### src/rtl/unary_pkg.sv
// Shared types and width helpers for the unary arithmetic datapath.
// Imported by the stream encoder and its bit generator.
package unary_pkg;

  typedef enum logic {
    UNARY_THERM = 1'b0,
    UNARY_DIST  = 1'b1
  } unary_mode_e;

  typedef enum logic {
    ENC_IDLE = 1'b0,
    ENC_EMIT = 1'b1
  } enc_state_e;

  localparam int UNARY_DEF_WIDTH = 32;

  // A count must hold 0..n inclusive, hence n+1 codes.
  function automatic int count_width(input int n);
    return $clog2(n + 1);
  endfunction

endpackage

### src/rtl/unary_bit_gen.sv
// Next-bit / next-accumulator function for thermometer and
// distributed unary streams; purely combinational.
module unary_bit_gen
  import unary_pkg::*;
#(
  parameter int INPUT_WIDTH = UNARY_DEF_WIDTH,
  parameter int COUNT_WIDTH = count_width(INPUT_WIDTH)
) (
  input  unary_mode_e            mode,
  input  logic [COUNT_WIDTH-1:0] val,
  input  logic [COUNT_WIDTH-1:0] idx,
  input  logic [COUNT_WIDTH-1:0] acc,
  output logic                   bit_next,
  output logic [COUNT_WIDTH-1:0] acc_next
);

  localparam logic [COUNT_WIDTH:0] W_S =
    (COUNT_WIDTH+1)'(INPUT_WIDTH);
  localparam logic [COUNT_WIDTH-1:0] W_C =
    COUNT_WIDTH'(INPUT_WIDTH);

  logic [COUNT_WIDTH:0] sum;
  logic                 wrap;

  assign sum  = {1'b0, acc} + {1'b0, val};
  assign wrap = (sum >= W_S);

  always_comb begin
    bit_next = 1'b0;
    acc_next = acc;
    unique case (mode)
      UNARY_THERM: begin
        bit_next = (idx < val);
      end
      UNARY_DIST: begin
        // acc stays below INPUT_WIDTH, so the wrapped value fits
        bit_next = wrap;
        acc_next = acc + val - (wrap ? W_C : '0);
      end
      default: begin
        bit_next = 1'b0;
      end
    endcase
  end

endmodule

### src/rtl/unary_stream_encoder.sv
// Serialises a binary count into an INPUT_WIDTH-bit unary stream,
// one bit per cycle, with valid/ready input and stall control.
module unary_stream_encoder
  import unary_pkg::*;
#(
  parameter int INPUT_WIDTH = UNARY_DEF_WIDTH,
  parameter int COUNT_WIDTH = count_width(INPUT_WIDTH)
) (
  input  logic                   clk,
  input  logic                   reset,
  input  logic                   in_valid,
  input  logic [COUNT_WIDTH-1:0] in_value,
  input  logic                   in_mode,
  output logic                   in_ready,
  input  logic                   stall,
  output logic                   bit_out,
  output logic                   bit_valid,
  output logic                   busy,
  output logic                   done
);

  localparam logic [COUNT_WIDTH-1:0] W_C =
    COUNT_WIDTH'(INPUT_WIDTH);
  localparam logic [COUNT_WIDTH-1:0] LAST =
    COUNT_WIDTH'(INPUT_WIDTH - 1);
  localparam logic [COUNT_WIDTH-1:0] ONE =
    COUNT_WIDTH'(1);

  enc_state_e             state;
  enc_state_e             state_nx;
  unary_mode_e            mode;
  unary_mode_e            cur_mode;
  logic [COUNT_WIDTH-1:0] val;
  logic [COUNT_WIDTH-1:0] idx;
  logic [COUNT_WIDTH-1:0] acc;
  logic [COUNT_WIDTH-1:0] sat_val;
  logic [COUNT_WIDTH-1:0] cur_val;
  logic [COUNT_WIDTH-1:0] cur_idx;
  logic [COUNT_WIDTH-1:0] cur_acc;
  logic [COUNT_WIDTH-1:0] gen_acc;
  logic                   gen_bit;
  logic                   fire;
  logic                   last;

  assign sat_val  = (in_value > W_C) ? W_C : in_value;
  assign in_ready = (state == ENC_IDLE);
  assign busy     = (state == ENC_EMIT);

  // The accept edge also emits bit 0, so a done-cycle accept
  // continues the bitstream with no bubble.
  always_comb begin
    state_nx = state;
    fire     = 1'b0;
    last     = 1'b0;
    cur_val  = val;
    cur_mode = mode;
    cur_idx  = idx;
    cur_acc  = acc;
    unique case (state)
      ENC_IDLE: begin
        if (in_valid) begin
          fire     = 1'b1;
          cur_val  = sat_val;
          cur_mode = unary_mode_e'(in_mode);
          cur_idx  = '0;
          cur_acc  = '0;
          state_nx = ENC_EMIT;
        end
      end
      ENC_EMIT: begin
        fire = !stall;
      end
      default: begin
        state_nx = ENC_IDLE;
      end
    endcase
    if (fire && (cur_idx == LAST)) begin
      last     = 1'b1;
      state_nx = ENC_IDLE;
    end
  end

  unary_bit_gen #(
    .INPUT_WIDTH (INPUT_WIDTH),
    .COUNT_WIDTH (COUNT_WIDTH)
  ) u_gen (
    .mode     (cur_mode),
    .val      (cur_val),
    .idx      (cur_idx),
    .acc      (cur_acc),
    .bit_next (gen_bit),
    .acc_next (gen_acc)
  );

  always_ff @(posedge clk or negedge reset) begin
    if (!reset) begin
      state <= ENC_IDLE;
    end else begin
      state <= state_nx;
    end
  end

  always_ff @(posedge clk or negedge reset) begin
    if (!reset) begin
      val       <= '0;
      mode      <= UNARY_THERM;
      idx       <= '0;
      acc       <= '0;
      bit_out   <= 1'b0;
      bit_valid <= 1'b0;
      done      <= 1'b0;
    end else begin
      bit_valid <= fire;
      done      <= last;
      if (fire) begin
        bit_out <= gen_bit;
        val     <= cur_val;
        mode    <= cur_mode;
        idx     <= cur_idx + ONE;
        acc     <= gen_acc;
      end else if (state == ENC_IDLE) begin
        bit_out <= 1'b0;
      end
    end
  end

endmodule

### config.mk
export PLATFORM = sky130hd
export DESIGN_NAME = unary_stream_encoder
export DESIGN_NICKNAME = d
export VERILOG_FILES = /design/src/rtl/unary_pkg.sv /design/src/rtl/unary_bit_gen.sv /design/src/rtl/unary_stream_encoder.sv
export SDC_FILE = /design/constraint.sdc
export NUM_CORES = 1
export LEC_CHECK = 0
export ABC_AREA = 1
export CAP_MARGIN = 20
export CORE_MARGIN = 2
export CORE_UTILIZATION = 62
export CTS_CLUSTER_DIAMETER = 50
export CTS_CLUSTER_SIZE = 24
export DETAILED_ROUTE_END_ITERATION = 6
export PLACE_DENSITY_LB_ADDON = 0.1
export SYNTH_ARGS = -nofsm -noshare
export SYNTH_HDL_FRONTEND = slang
export SYNTH_SLANG_ARGS = --single-unit
### constraint.sdc
create_clock -name clk -period 5.1 [get_ports clk]
set_clock_uncertainty 0.05 [all_clocks]
set_input_delay 1.275 -clock clk [delete_from_list [all_inputs] [get_ports clk]]
set_output_delay 1.275 -clock clk [all_outputs]
set_load 0.02 [all_outputs]
Word-level counts from Yosys, hierarchy flattened

Cells that the tools add are included.

Add/subtract/negate cells: 4
Magnitude comparators: 3
Equality and inequality tests: 2
Mux-type cells: 19
Bitwise logic cells: 2
Reduce and logical (&&, ||, !) cells: 2

Operator list:

| operator                                               | number |
|---|---|
| two-way mux 6 bit                                      | 9 |
| two-way mux 1 bit                                      | 8 |
| adder 6 x 6 -> 7 bit                                   | 1 |
| >= comparator 7 x 6 -> 1 bit (second input constant)   | 1 |
| adder 6 x 1 -> 6 bit (second input constant)           | 1 |
| adder 6 bit                                            | 1 |
| == test 6 x 5 -> 1 bit (second input constant)         | 1 |
| greater-than comparator 6 bit (second input constant)  | 1 |
| < comparator 6 bit                                     | 1 |
| subtractor 6 bit                                       | 1 |
| case mux 1 bit (2 select lines)                        | 2 |
| inequality test 2 x 1 -> 1 bit (second input constant) | 1 |
| inverter 1 bit                                         | 2 |
| logical AND 1 bit                                      | 1 |
| zero test 1 bit                                        | 1 |

Register bits after elaboration: 23
Input port bits: 11
Word-level logic and storage cells: 40

Longest topological paths before layout

Depth after elaboration: 9
Mapped depth: 19

By module

A second synthesis with hierarchy kept.

Cells, all modules: 255
Area total of the unflattened synthesis: 1,805.5 um2

Modules (own cells, without submodules):

| module               | times used | cells each | area each (um2) |
|---|---|---|---|
| unary_stream_encoder | 1          | 135        | 1,117.3 |
| unary_bit_gen        | 1          | 120        | 688.2 |

Worst setup path before layout

No wires, ideal clock.

Path type: input -> register
Start point: in in_valid
End point: reg acc[5]
Arrival time: 3.047 ns
Path slack: 1.885 ns
Stages on the path: 16
Path through: nand2_4 inv_4 buf_4 nor2_1 a31oi_1 ha_1 inv_1 ha_1 nand2_1 nor2_1 nand2_1 nand3_1 nand3_1 nand3_1 nand3_1 nand2_1

Word-level cells in the longest chain between the ends: 7
Elaborated cells on any way between the ends: 14

RTL lines:

| element                      | RTL line                    | RTL |
|---|---|---|
| start: declaration           | unary_stream_encoder.sv:11  | `input logic in_valid,` |
| two-way mux 6 bit            | unary_stream_encoder.sv:61  | `if (in_valid) begin` |
| two-way mux 6 bit            | unary_stream_encoder.sv:59  | `unique case (state)` |
| adder 6 x 6 -> 7 bit         | unary_bit_gen.sv:25         | `assign sum = {1'b0, acc} + {1'b0, val};` |
| >= comparator 7 x 6 -> 1 bit | unary_bit_gen.sv:26         | `assign wrap = (sum >= W_S);` |
| two-way mux 6 bit            | unary_bit_gen.sv:38         | `acc_next = acc + val - (wrap ? W_C : '0);` |
| subtractor 6 bit             | unary_bit_gen.sv:38         |  |
| two-way mux 6 bit            | unary_bit_gen.sv:31         | `unique case (mode)` |
| end signal: assignment       | unary_stream_encoder.sv:120 | `acc <= gen_acc;` |
| end: declaration             | unary_stream_encoder.sv:35  | `logic [COUNT_WIDTH-1:0] acc;` |

Several ways; a longest one is shown, not always the timed one.
A chain may end at the register's enable or synchronous reset.

Worst setup path after layout

Same ends and word-level chain as after synthesis.

==> results.cfg <==
[critical_path]
r2r-start = busy$_DFF_PN0_
crit_slowest_cell = clkdlybuf4s50_1
path_cells = clkdlybuf4s50_1 -> nand2_4 -> inv_4 -> nor2_1 -> a31oi_1 -> ha_1 -> inv_1 -> ha_1 -> nand2_1 -> nor2_1 -> nand2_1 -> nand3_1 -> nand3_1 -> nand2_1 -> nand2_1 -> nand3_1 -> nand2_1
required_ns = 5.27
critPathMaxFanout = 14
crit_path_end_kind = register
cp-start-kind = input port
crit_start = in_valid
crit_type = input port to register
cpMostUsedCell = nand2_1
cpPeakStageDelay_ns = 0.56
cp.arrival_ns = 3.88

[pwr]
leakagePower_nw = 1.11
p_comb_share_pct = 70.0
p_switching_w = 0.000639
power_density_mw_per_mm2 = 660
p_int_w = 0.000650
clockPowerShare_pct = 6.5
swShare_pct = 49.6
seqPwrFrac_pct = 23.5
vdd_drop_max_mv = 0.613

[synthesis]
yosysWarnings = 0
synth_cell_types = 32
synth_area_leaders = dfrtp_1 33%, ha_1 14%, inv_1 11%, nand2_1 9.0%, nor2_1 4.7%
postSynthCellCount = 224
synthArstFlopShare_pct = 100
yosysTopAreaCell = dfrtp_1
synth_edf_count = 0
yosysSeqAreaShare_pct = 32.9
syn-num-nets = 256
synthFlopType = dfrtp_1
ys_seq_elements = 23
yosys.area.top_type_share_pct = 32.9
syn_area_sq_mm = 0.00175
synth_area_per_cell_sq_um = 7.81

[route]
routedWlPerCell_um = 12.7
viasPerCell = 5.20
vias = 1420
detail-route-antenna-nets = 0
drt_iter0_drc = 58
firstDrtPassIters = 4
routed_wl_mm = 3.47
drc = 0

[timing]
worst_slew_pin_slew_ns = 0.585
timing.final.ws_setup_ns = 1.39
finalHoldViolCount = 0
tns_ns = 0
slew_violations = 0
fin_crit_sh_pct = 72.7
hold_ws_ns = 0.460
rsz0062_at_grt = no
finalSetupViolCount = 0
max_freq_mhz = 270
slew_headroom_pct = 60.9
fin_crit_ns = 3.71

[floorplanning]
die-area_sq_mm = 0.00326
fp.dieH_um = 57.1
core_sq_mm = 0.00271
chipWidth_um = 57.1
num_rows = 19
num_io_pins = 16
start_util_pct = 64.6

[global_routing]
grt.overflow.total = 0
antenna_found_initial = 0
grt_max_degree = 24
grt_pass1_vias = 1414
grt_use_total_pct = 23.4
grt_pass1_wl_mm = 5.96

[cts]
root_buffer = clkbuf_4
clock_sinks = 23
cts_resized = 0
clkLatencyLatePin_ns = 0.31
cts_made_buffers = 3
htree_levels = 1
path_clk_slew_ns = 0.12
cts_tree = done
clock_path_buffers = 2
hold_buffers = 0
post_cts_buffers = 0

[finish]
num-nets-final = 275
syn2layout_area_growth_pct = 11.6
diodes = 0
fillers = 233
drive_gt1_share_pct = 9.92

[place]
gp_congestion = 0.813
pre_cts_slack_ns = 1.07
io_buffers = 15
dp_hpwl_mm = 2.74

[job]
maxCapViolations = 0

[min_path]
min_from = val[0]$_DFFE_PN0P_
hold_path_class = register to register

[run_status]
outcome = completed
cells in the final DEF (no fill, tap or decap):
cell,n
inv_1,53
nand2_1,42
dfrtp_1,23
nor2_1,22
ha_1,20
clkdlybuf4s50_1,15
nand3_1,12
o21ai_0,8
a21oi_1,4
inv_2,3
nand2_4,3
o21a_1,3
a31oi_1,3
nand2_2,3
xor2_1,3
o22ai_1,3
clkbuf_4,3
inv_4,2
nor4_4,2
nand3b_2,1
a22oi_1,1
o21ai_2,1
nor2_2,1
o21ai_4,1
nand4_2,1
xnor2_1,1
or2_4,1
or2_1,1
nor2_4,1
o211ai_1,1
a211oi_1,1
fa_1,1
clkbuf_1,1
buf_8,1
kinds of logic (layout without fill, tap and decap cells):
group	after synthesis	after routing	synth area share, %
DFF	23	23	32.9
xor gates and xnor gates	4	4	2.00
and+or+nand+nor	90	90	25.8
adders and majority gates	21	21	15.4
buffers and inverters	60	78	14.3
AOI/OAI and AO/OA	26	26	9.58
layout make-up:
type                       instances  area (sq um)  area share, %
timing repair buffer              16           165           8.46
tap                               31          38.8           1.99
inverter                          58           223           11.4
multi-input combinational        141           925           47.3
clock buffer                       4          26.3           1.35
sequential                        23           576           29.5
synthesized netlist by cell type, types with 2 or more instances:
master	count
nor2_1	22
dfrtp_1	23
o22ai_1	3
inv_1	53
nand2_4	3
nand2_1	42
nand2_2	3
a31oi_1	3
nor4_4	2
o21ai_0	8
o21a_1	3
ha_1	20
xor2_1	3
nand3_1	12
a21oi_1	4
inv_4	2
inv_2	3
per-stage QoR:
stage          total power [W]  instances  utilization [%]  instance area, sq um
2_1_floorplan          0.00101        224                -                  1750
3_3_place_gp           0.00116        268             70.5                  1910
3_5_place_dp           0.00120        268             70.5                  1910
4_1_cts                0.00129        272             71.5                  1940
5_1_grt                0.00145        273             72.1                  1950
6_report               0.00129        273             72.1                  1950
sequential cells by signal, indices dropped and copies added, names as in the netlist:
name,cells
acc,6
idx,6
val,6
bit_out,1
bit_valid,1
busy,1
done,1
mode,1
final timing paths:
| check | end | slack (ns) | depth (start not counted) |
|---|---|---|---|
| worst max-delay path | acc[5]$_DFFE_PN0P_ | 1.39 | 17 |
| worst min-delay path | val[0]$_DFFE_PN0P_ | 0.46 | 2 |
| worst max register to register | acc[5]$_DFFE_PN0P_ | 2.35 | 17 |
| worst min register to register | val[0]$_DFFE_PN0P_ | 0.46 | 2 |
| max in group asynchronous | bit_out$_DFFE_PN0P_ | 3.24 | 2 |
| min in group asynchronous | idx[3]$_DFFE_PN0P_ | 1.27 | 1 |
critical path, delay by kind of cell:
kind                     cells  cell delay [ns]
AO/OA/AOI/OAI                1             0.29
adder cells (fa/ha/maj)      2             0.58
buffers and inverters        3             0.80
AND/OR/NAND/NOR             11             0.92
routing by layer:
layer	vias up	GRT usage (%)	wire [um]
li1	721	-	-
met1	668	29.6	1540
met2	20	39.9	1770
met3	11	2.49	71
met4	0	11.3	91
met5	-	0	0
power groups by stage:
stage / combinational (W) / clock (W) / sequential [W]
after floorplan: 0.000705 / 0 / 0.000304
after global placement: 0.000855 / 0 / 0.000302
after detailed placement: 0.000899 / 0 / 0.000304
after CTS: 0.000903 / 0.0000861 / 0.000300
after global routing: 0.00105 / 0.0000930 / 0.000311
final: 0.000902 / 0.0000843 / 0.000302
No activity file was read; power rests on OpenSTA's default activity.
